===== src/rtl/rt_pkg.sv =====
// Shared types and helpers for the raytracer voxel-traversal blocks.
//   axis_e          : axis encoding, AXIS_NONE marks "no advance yet"
//   stepper_state_e : voxel_stepper control states
//   sat_add         : unsigned add clamped to 2**w-1 (w <= SatAddMaxW)
package rt_pkg;

    typedef enum logic [1:0] {
        AXIS_X    = 2'd0,
        AXIS_Y    = 2'd1,
        AXIS_Z    = 2'd2,
        AXIS_NONE = 2'd3
    } axis_e;

    typedef enum logic [1:0] {
        StIdle,
        StQuery,
        StWait,
        StDone
    } stepper_state_e;

    localparam int unsigned SatAddMaxW = 63;

    // Operands are zero-extended into 64 bits by the caller; the result fits in w bits.
    function automatic logic [63:0] sat_add(input logic [63:0] a, input logic [63:0] b,
                                            input int unsigned w);
        logic [64:0] sum;
        logic [64:0] lim;
        sum = {1'b0, a} + {1'b0, b};
        lim = (65'd1 << w) - 65'd1;
        if (sum > lim) begin
            return lim[63:0];
        end
        return sum[63:0];
    endfunction

endpackage


===== src/rtl/voxel_stepper_axis_choose.sv =====
// axis_choose: picks the axis with the smallest tMax for the next DDA advance.
// Ties resolve towards x, then y, then z.
//   tmax_x_i/y_i/z_i : current tMax per axis (unsigned, W bits)
//   primary_sel_o    : selected axis (AXIS_X/AXIS_Y/AXIS_Z; never AXIS_NONE)
module axis_choose
    import rt_pkg::*;
#(
    parameter int unsigned W = 32
) (
    input  logic [W-1:0] tmax_x_i,
    input  logic [W-1:0] tmax_y_i,
    input  logic [W-1:0] tmax_z_i,
    output logic [1:0]   primary_sel_o
);

    always_comb begin
        primary_sel_o = AXIS_Z;
        if ((tmax_x_i <= tmax_y_i) && (tmax_x_i <= tmax_z_i)) begin
            primary_sel_o = AXIS_X;
        end else if (tmax_y_i <= tmax_z_i) begin
            primary_sel_o = AXIS_Y;
        end
    end

endmodule


===== src/rtl/voxel_stepper.sv =====
// voxel_stepper: 3D DDA voxel-traversal engine.
// Accepts one ray setup, then alternates an occupancy query (QUERY) with waiting for the
// response (WAIT). On a miss the smallest-tMax axis is advanced. The ray ends on the first
// solid voxel, on leaving the grid (detected before any coordinate would wrap), or after
// MAX_STEPS advances.
//   clk_i, rst_i                : clock, synchronous active-high reset
//   start_*                     : ray setup handshake (valid/ready) and start voxel
//   dir_neg_i                   : per-axis step direction, [0]=x [1]=y [2]=z, 1 = -1
//   tmax_*_i / tdelta_*_i       : initial tMax and tDelta per axis
//   occ_req_valid_o, occ_*_o    : one-cycle occupancy query strobe and queried voxel
//   occ_rsp_valid_i, occ_hit_i  : occupancy response, only honoured in WAIT
//   res_*                       : result handshake and fields, held stable in DONE
module voxel_stepper
    import rt_pkg::*;
#(
    parameter int unsigned W         = 32,
    parameter int unsigned COORD_W   = 5,
    parameter int unsigned MAX_STEPS = 96,
    parameter int unsigned STEP_W    = $clog2(MAX_STEPS + 1)
) (
    input  logic               clk_i,
    input  logic               rst_i,

    input  logic               start_valid_i,
    output logic               start_ready_o,
    input  logic [COORD_W-1:0] start_x_i,
    input  logic [COORD_W-1:0] start_y_i,
    input  logic [COORD_W-1:0] start_z_i,
    input  logic [2:0]         dir_neg_i,
    input  logic [W-1:0]       tmax_x_i,
    input  logic [W-1:0]       tmax_y_i,
    input  logic [W-1:0]       tmax_z_i,
    input  logic [W-1:0]       tdelta_x_i,
    input  logic [W-1:0]       tdelta_y_i,
    input  logic [W-1:0]       tdelta_z_i,

    output logic               occ_req_valid_o,
    output logic [COORD_W-1:0] occ_x_o,
    output logic [COORD_W-1:0] occ_y_o,
    output logic [COORD_W-1:0] occ_z_o,
    input  logic               occ_rsp_valid_i,
    input  logic               occ_hit_i,

    output logic               res_valid_o,
    input  logic               res_ready_i,
    output logic               res_hit_o,
    output logic               res_timeout_o,
    output logic [COORD_W-1:0] res_x_o,
    output logic [COORD_W-1:0] res_y_o,
    output logic [COORD_W-1:0] res_z_o,
    output logic [1:0]         res_axis_o,
    output logic [W-1:0]       res_t_o,
    output logic [STEP_W-1:0]  res_steps_o
);

    stepper_state_e state_q, state_d;

    // Per-axis registers, index 0 = x, 1 = y, 2 = z.
    logic [2:0][COORD_W-1:0] coord_q, coord_d;
    logic [2:0][W-1:0]       tmax_q, tmax_d;
    logic [2:0][W-1:0]       tdelta_q, tdelta_d;
    logic [2:0]              dir_q, dir_d;

    logic [W-1:0]            t_q, t_d;
    axis_e                   axis_q, axis_d;
    logic [STEP_W-1:0]       steps_q, steps_d;
    logic                    hit_q, hit_d;
    logic                    timeout_q, timeout_d;

    logic [1:0]              sel;
    logic [COORD_W-1:0]      cur_coord;
    logic [COORD_W-1:0]      coord_next;
    logic [W-1:0]            cur_tmax;
    logic [W-1:0]            cur_tdelta;
    logic [W-1:0]            tmax_next;
    logic                    cur_neg;
    logic                    at_edge;
    logic [STEP_W-1:0]       steps_inc;

    axis_choose #(
        .W(W)
    ) u_axis_choose (
        .tmax_x_i      (tmax_q[0]),
        .tmax_y_i      (tmax_q[1]),
        .tmax_z_i      (tmax_q[2]),
        .primary_sel_o (sel)
    );

    // Operands of the selected axis.
    always_comb begin
        cur_coord  = coord_q[0];
        cur_tmax   = tmax_q[0];
        cur_tdelta = tdelta_q[0];
        cur_neg    = dir_q[0];
        unique case (sel)
            2'd1: begin
                cur_coord  = coord_q[1];
                cur_tmax   = tmax_q[1];
                cur_tdelta = tdelta_q[1];
                cur_neg    = dir_q[1];
            end
            2'd2: begin
                cur_coord  = coord_q[2];
                cur_tmax   = tmax_q[2];
                cur_tdelta = tdelta_q[2];
                cur_neg    = dir_q[2];
            end
            default: ;
        endcase
    end

    // Leaving the grid is decided on the current coordinate, so the advance never wraps.
    assign at_edge    = cur_neg ? (cur_coord == '0) : (cur_coord == {COORD_W{1'b1}});
    assign coord_next = cur_neg ? (cur_coord - COORD_W'(1)) : (cur_coord + COORD_W'(1));
    assign tmax_next  = W'(sat_add(64'(cur_tmax), 64'(cur_tdelta), W));
    assign steps_inc  = steps_q + STEP_W'(1);

    always_comb begin
        state_d   = state_q;
        coord_d   = coord_q;
        tmax_d    = tmax_q;
        tdelta_d  = tdelta_q;
        dir_d     = dir_q;
        t_d       = t_q;
        axis_d    = axis_q;
        steps_d   = steps_q;
        hit_d     = hit_q;
        timeout_d = timeout_q;

        unique case (state_q)
            StIdle: begin
                if (start_valid_i) begin
                    coord_d   = {start_z_i, start_y_i, start_x_i};
                    tmax_d    = {tmax_z_i, tmax_y_i, tmax_x_i};
                    tdelta_d  = {tdelta_z_i, tdelta_y_i, tdelta_x_i};
                    dir_d     = dir_neg_i;
                    t_d       = '0;
                    axis_d    = AXIS_NONE;
                    steps_d   = '0;
                    hit_d     = 1'b0;
                    timeout_d = 1'b0;
                    state_d   = StQuery;
                end
            end

            StQuery: begin
                state_d = StWait;
            end

            StWait: begin
                if (occ_rsp_valid_i) begin
                    if (occ_hit_i) begin
                        hit_d   = 1'b1;
                        state_d = StDone;
                    end else if (at_edge) begin
                        state_d = StDone;
                    end else begin
                        for (int a = 0; a < 3; a++) begin
                            if (sel == 2'(a)) begin
                                coord_d[a] = coord_next;
                                tmax_d[a]  = tmax_next;
                            end
                        end
                        t_d     = cur_tmax;
                        axis_d  = axis_e'(sel);
                        steps_d = steps_inc;
                        if (steps_inc == STEP_W'(MAX_STEPS)) begin
                            timeout_d = 1'b1;
                            state_d   = StDone;
                        end else begin
                            state_d = StQuery;
                        end
                    end
                end
            end

            StDone: begin
                if (res_ready_i) begin
                    state_d = StIdle;
                end
            end

            default: state_d = StIdle;
        endcase
    end

    always_ff @(posedge clk_i) begin
        if (rst_i) begin
            state_q   <= StIdle;
            coord_q   <= '0;
            tmax_q    <= '0;
            tdelta_q  <= '0;
            dir_q     <= '0;
            t_q       <= '0;
            axis_q    <= AXIS_NONE;
            steps_q   <= '0;
            hit_q     <= 1'b0;
            timeout_q <= 1'b0;
        end else begin
            state_q   <= state_d;
            coord_q   <= coord_d;
            tmax_q    <= tmax_d;
            tdelta_q  <= tdelta_d;
            dir_q     <= dir_d;
            t_q       <= t_d;
            axis_q    <= axis_d;
            steps_q   <= steps_d;
            hit_q     <= hit_d;
            timeout_q <= timeout_d;
        end
    end

    assign start_ready_o   = (state_q == StIdle);
    assign occ_req_valid_o = (state_q == StQuery);
    assign occ_x_o         = coord_q[0];
    assign occ_y_o         = coord_q[1];
    assign occ_z_o         = coord_q[2];

    assign res_valid_o     = (state_q == StDone);
    assign res_hit_o       = hit_q;
    assign res_timeout_o   = timeout_q;
    assign res_x_o         = coord_q[0];
    assign res_y_o         = coord_q[1];
    assign res_z_o         = coord_q[2];
    assign res_axis_o      = axis_q;
    assign res_t_o         = t_q;
    assign res_steps_o     = steps_q;

endmodule


===== config.mk =====
export PLATFORM = sky130hd
export DESIGN_NAME = voxel_stepper
export DESIGN_NICKNAME = d
export VERILOG_FILES = /design/src/rtl/rt_pkg.sv /design/src/rtl/voxel_stepper_axis_choose.sv /design/src/rtl/voxel_stepper.sv
export SDC_FILE = /design/constraint.sdc
export NUM_CORES = 1
export LEC_CHECK = 0
export BUFFER_PORTS_ARGS = -buffer_cell sky130_fd_sc_hd__buf_2
export CORE_MARGIN = 2
export CORE_UTILIZATION = 45
export DETAILED_ROUTE_END_ITERATION = 8
export PLACE_DENSITY_LB_ADDON = 0.25
export SLEW_MARGIN = 0
export SYNTH_ARGS = -nofsm -noshare
export SYNTH_HDL_FRONTEND = slang
export SYNTH_HIERARCHICAL = 1
export SYNTH_SLANG_ARGS = --single-unit
export TNS_END_PERCENT = 1

===== constraint.sdc =====
create_clock -name clk_i -period 10.08 [get_ports clk_i]
set_input_delay 0 -clock clk_i [delete_from_list [all_inputs] [get_ports clk_i]]
set_output_delay 0 -clock clk_i [all_outputs]
set_load 0.01 [all_outputs]

==> metrics.csv <==
metric,value,unit
critPathKind,reg -> reg,
grt_start_max_net_pins,102,
pre_cts_ws,2.58,ns
final_cell_mix,"nand2_1 (361), a21oi_1 (312), buf_2 (290)",
slowest_delay,0.84,ns
syn_area_per_cell,7.59,µm²
ys_warn_count,6,
maxSlewHeadroom,22.8,%
overflow,0,
r2r_slack,2.41,ns
grt_pass1_wl,90.1,mm
synth_nets,2444,
drt-vias-per-instance,5.76,
die_w,192,µm
vias,17100,
cp_max_fo,52,
grt_pass1_vias,16400,
gp_congestion,0.949,
post-dp-hpwl,40.2,mm
port-buffer-count,291,
whs,0.0210,ns
clock_sinks,255,
finalSetupViolations,0,
fmax,130,MHz
yosys_most_used_dff,dfxtp_1,
yosysSeqAreaShare,32.2,%
finalCriticalPeriod,7.67,ns
cts_made_buffers,29,
drv_slew,0,
placed_cells_incl_taps,2698,
synth_top_family_by_area,compound AO/OA/AOI/OAI gates,
core-area,34600,µm²
final_hold_viol_count,0,
synth_edf_count,0,
required,10.52,ns
cts_setup_buffers,0,
finalSetupTns,0,ns
drive_above_1_share,16.7,%
dieArea,36800,µm²
antenna_found_initial,0,
synth_xor_area_share,1.88,%
hold_buffers,218,
netlist_instances,2091,
wl,58.9,mm
crit_top_cell,a21oi_1,
synth-simple-area-share,21.8,%
cts.htree.levels,1,
rsz0062_at_grt,false,
cts-root-buf,clkbuf_16,
finalCritPeriodShare,76.1,%
end_kind,register,
insertion_delay,0.59,ns
cts_tree,yes,
hp-class,in -> reg,
io_pins,292,
status,finished clean,
synth_compound_area_share,26.3,%
wl_per_cell,19.9,µm
max-cap-violations,0,
netlist_area,15900,µm²
slowest_stage,ha_2,
yosys.area_share.adder,10.9,%
final_common_cell,nand2_1,
finClkSkew,0.0367,ns
worst_slack,2.41,ns
critPathArrivalTime,8.11,ns
row_count,68,
antenna_cells,0,
track_usage,31.1,%
ctsResizeCount,0,
clk_path_buf_depth,3,
synth_mux_area_share,0.260,%
drc_errors,0,
dr.pass1.iters,5,
die_h,192,µm
startpoint_type,register,
clk_pin_slew,0.07,ns
ys_types,86,
drt_iter0_markers,1371,
async_flop_share,0,%
layout.nets,2845,
ys_seq_elements,255,
instances_no_fill,2967,
worstMarginPinSlew,1.16,ns
syn_to_final_growth,29.3,%
ant_nets,0,
initial_core_util,45.8,%
[synth_stat cells (4+ instances only)]
master      n  area share, %
o41ai_1    10           0.55
and3_1     12           0.47
a31oi_1    11           0.43
o221ai_1   29            1.6
a211oi_1   14           0.66
a21oi_1   312            9.8
and4_1      6           0.33
nand3_1    62            2.0
o31ai_2    10           0.79
ha_1      135             11
o21a_1      6           0.28
dfxtp_1   255             32
a21o_1     21           0.99
o211ai_1   14           0.66
o41ai_2     8           0.82
a22oi_1    76            3.6
buf_4      20           0.95
xnor2_1    23            1.3
nand2_1   361            8.5
o21ai_1    10           0.32
inv_1      87            2.1
nor3_1     26           0.82
buf_6       4           0.28
o31ai_1    26            1.2
o21ai_0    30           0.95
a221oi_1    4           0.22
nor2b_1     7           0.28
clkbuf_1   91            2.2
o21bai_1    7           0.33
nand2b_1   14           0.55
o22ai_1     8           0.32
nand3b_1   19           0.90
xor2_1     11           0.61
buf_1      12           0.28
nand4_1    24           0.95
and2_1      6           0.24
or3_1       4           0.16
buf_2      31           0.98
nor2_1    210            5.0
[worst paths after layout]
kind,to,cells past startpoint,start
setup / recovery,tmax_q[58]$_SDFFE_PP0P_,25,tmax_q[40]$_SDFFE_PP0P_
hold / removal,res_hit_o$_SDFFE_PP0P_,5,start_valid_i
setup reg to reg,tmax_q[58]$_SDFFE_PP0P_,25,tmax_q[40]$_SDFFE_PP0P_
hold reg to reg,res_t_o[1]$_SDFFE_PP0P_,2,res_t_o[1]$_SDFFE_PP0P_
[sequential cells by signal, indices dropped and copies added, names as in the netlist]
| name | count |
|---|---|
| occ_x_o | 5 |
| res_axis_o | 2 |
| occ_z_o | 5 |
| res_t_o | 32 |
| tmax_q | 96 |
| res_hit_o | 1 |
| res_steps_o | 7 |
| dir_q | 3 |
| state_q | 2 |
| tdelta_q | 96 |
| res_timeout_o | 1 |
| occ_y_o | 5 |
[routing by layer]
metal / routed length, µm / part of all wire (%) / up-vias / global-route usage (%)
met5: 0 / 0 / - / 0
met4: 1900 / 3.2 / 0 / 9.85
met3: 4520 / 7.7 / 118 / 3.80
met2: 26700 / 45 / 748 / 50.5
met1: 25800 / 44 / 8006 / 42.9
li1: - / - / 8204 / -
[per-stage QoR]
stage | utilization (%) | instance area, µm²
3_5_place_dp | 50.1 | 17400
3_3_place_gp | 50.1 | 17400
4_1_cts | 59.3 | 20500
2_1_floorplan | - | 15900
5_1_grt | 59.3 | 20500
6_report | 59.3 | 20500
[worst max-delay path, delay by kind of cell (launching register included)]
| kind | cells | cell delay (ns) |
|---|---|---|
| AOI/OAI and AO/OA | 12 | 2.53 |
| buffers and inverters | 5 | 0.91 |
| adders and majority gates | 4 | 1.77 |
| and+or+nand+nor | 4 | 1.82 |
| DFF | 1 | 0.45 |
[area by class of cell]
class	count	area (µm²)
clock inverters	14	160
clock buffers	37	826
fillers	3074	14100
repair buffers	528	3790
well taps	455	569
inverters	87	327
multi-input cells	1591	9740
flip-flops and latches	255	5100
[logic make-up (layout without fill, tap and decap cells)]
logic type                 count (synthesis)  count (layout)
DFF                                      255             255
AOI/OAI and AO/OA                        637             637
adders and majority gates                137             137
buffers and inverters                    245             666
and+or+nand+nor                          779             779
xor gates and xnor gates                  34              34
muxes                                      4               4
Power is not shown: default switching activity piles up to over one toggle a cycle in this logic, so the estimate is an artifact.
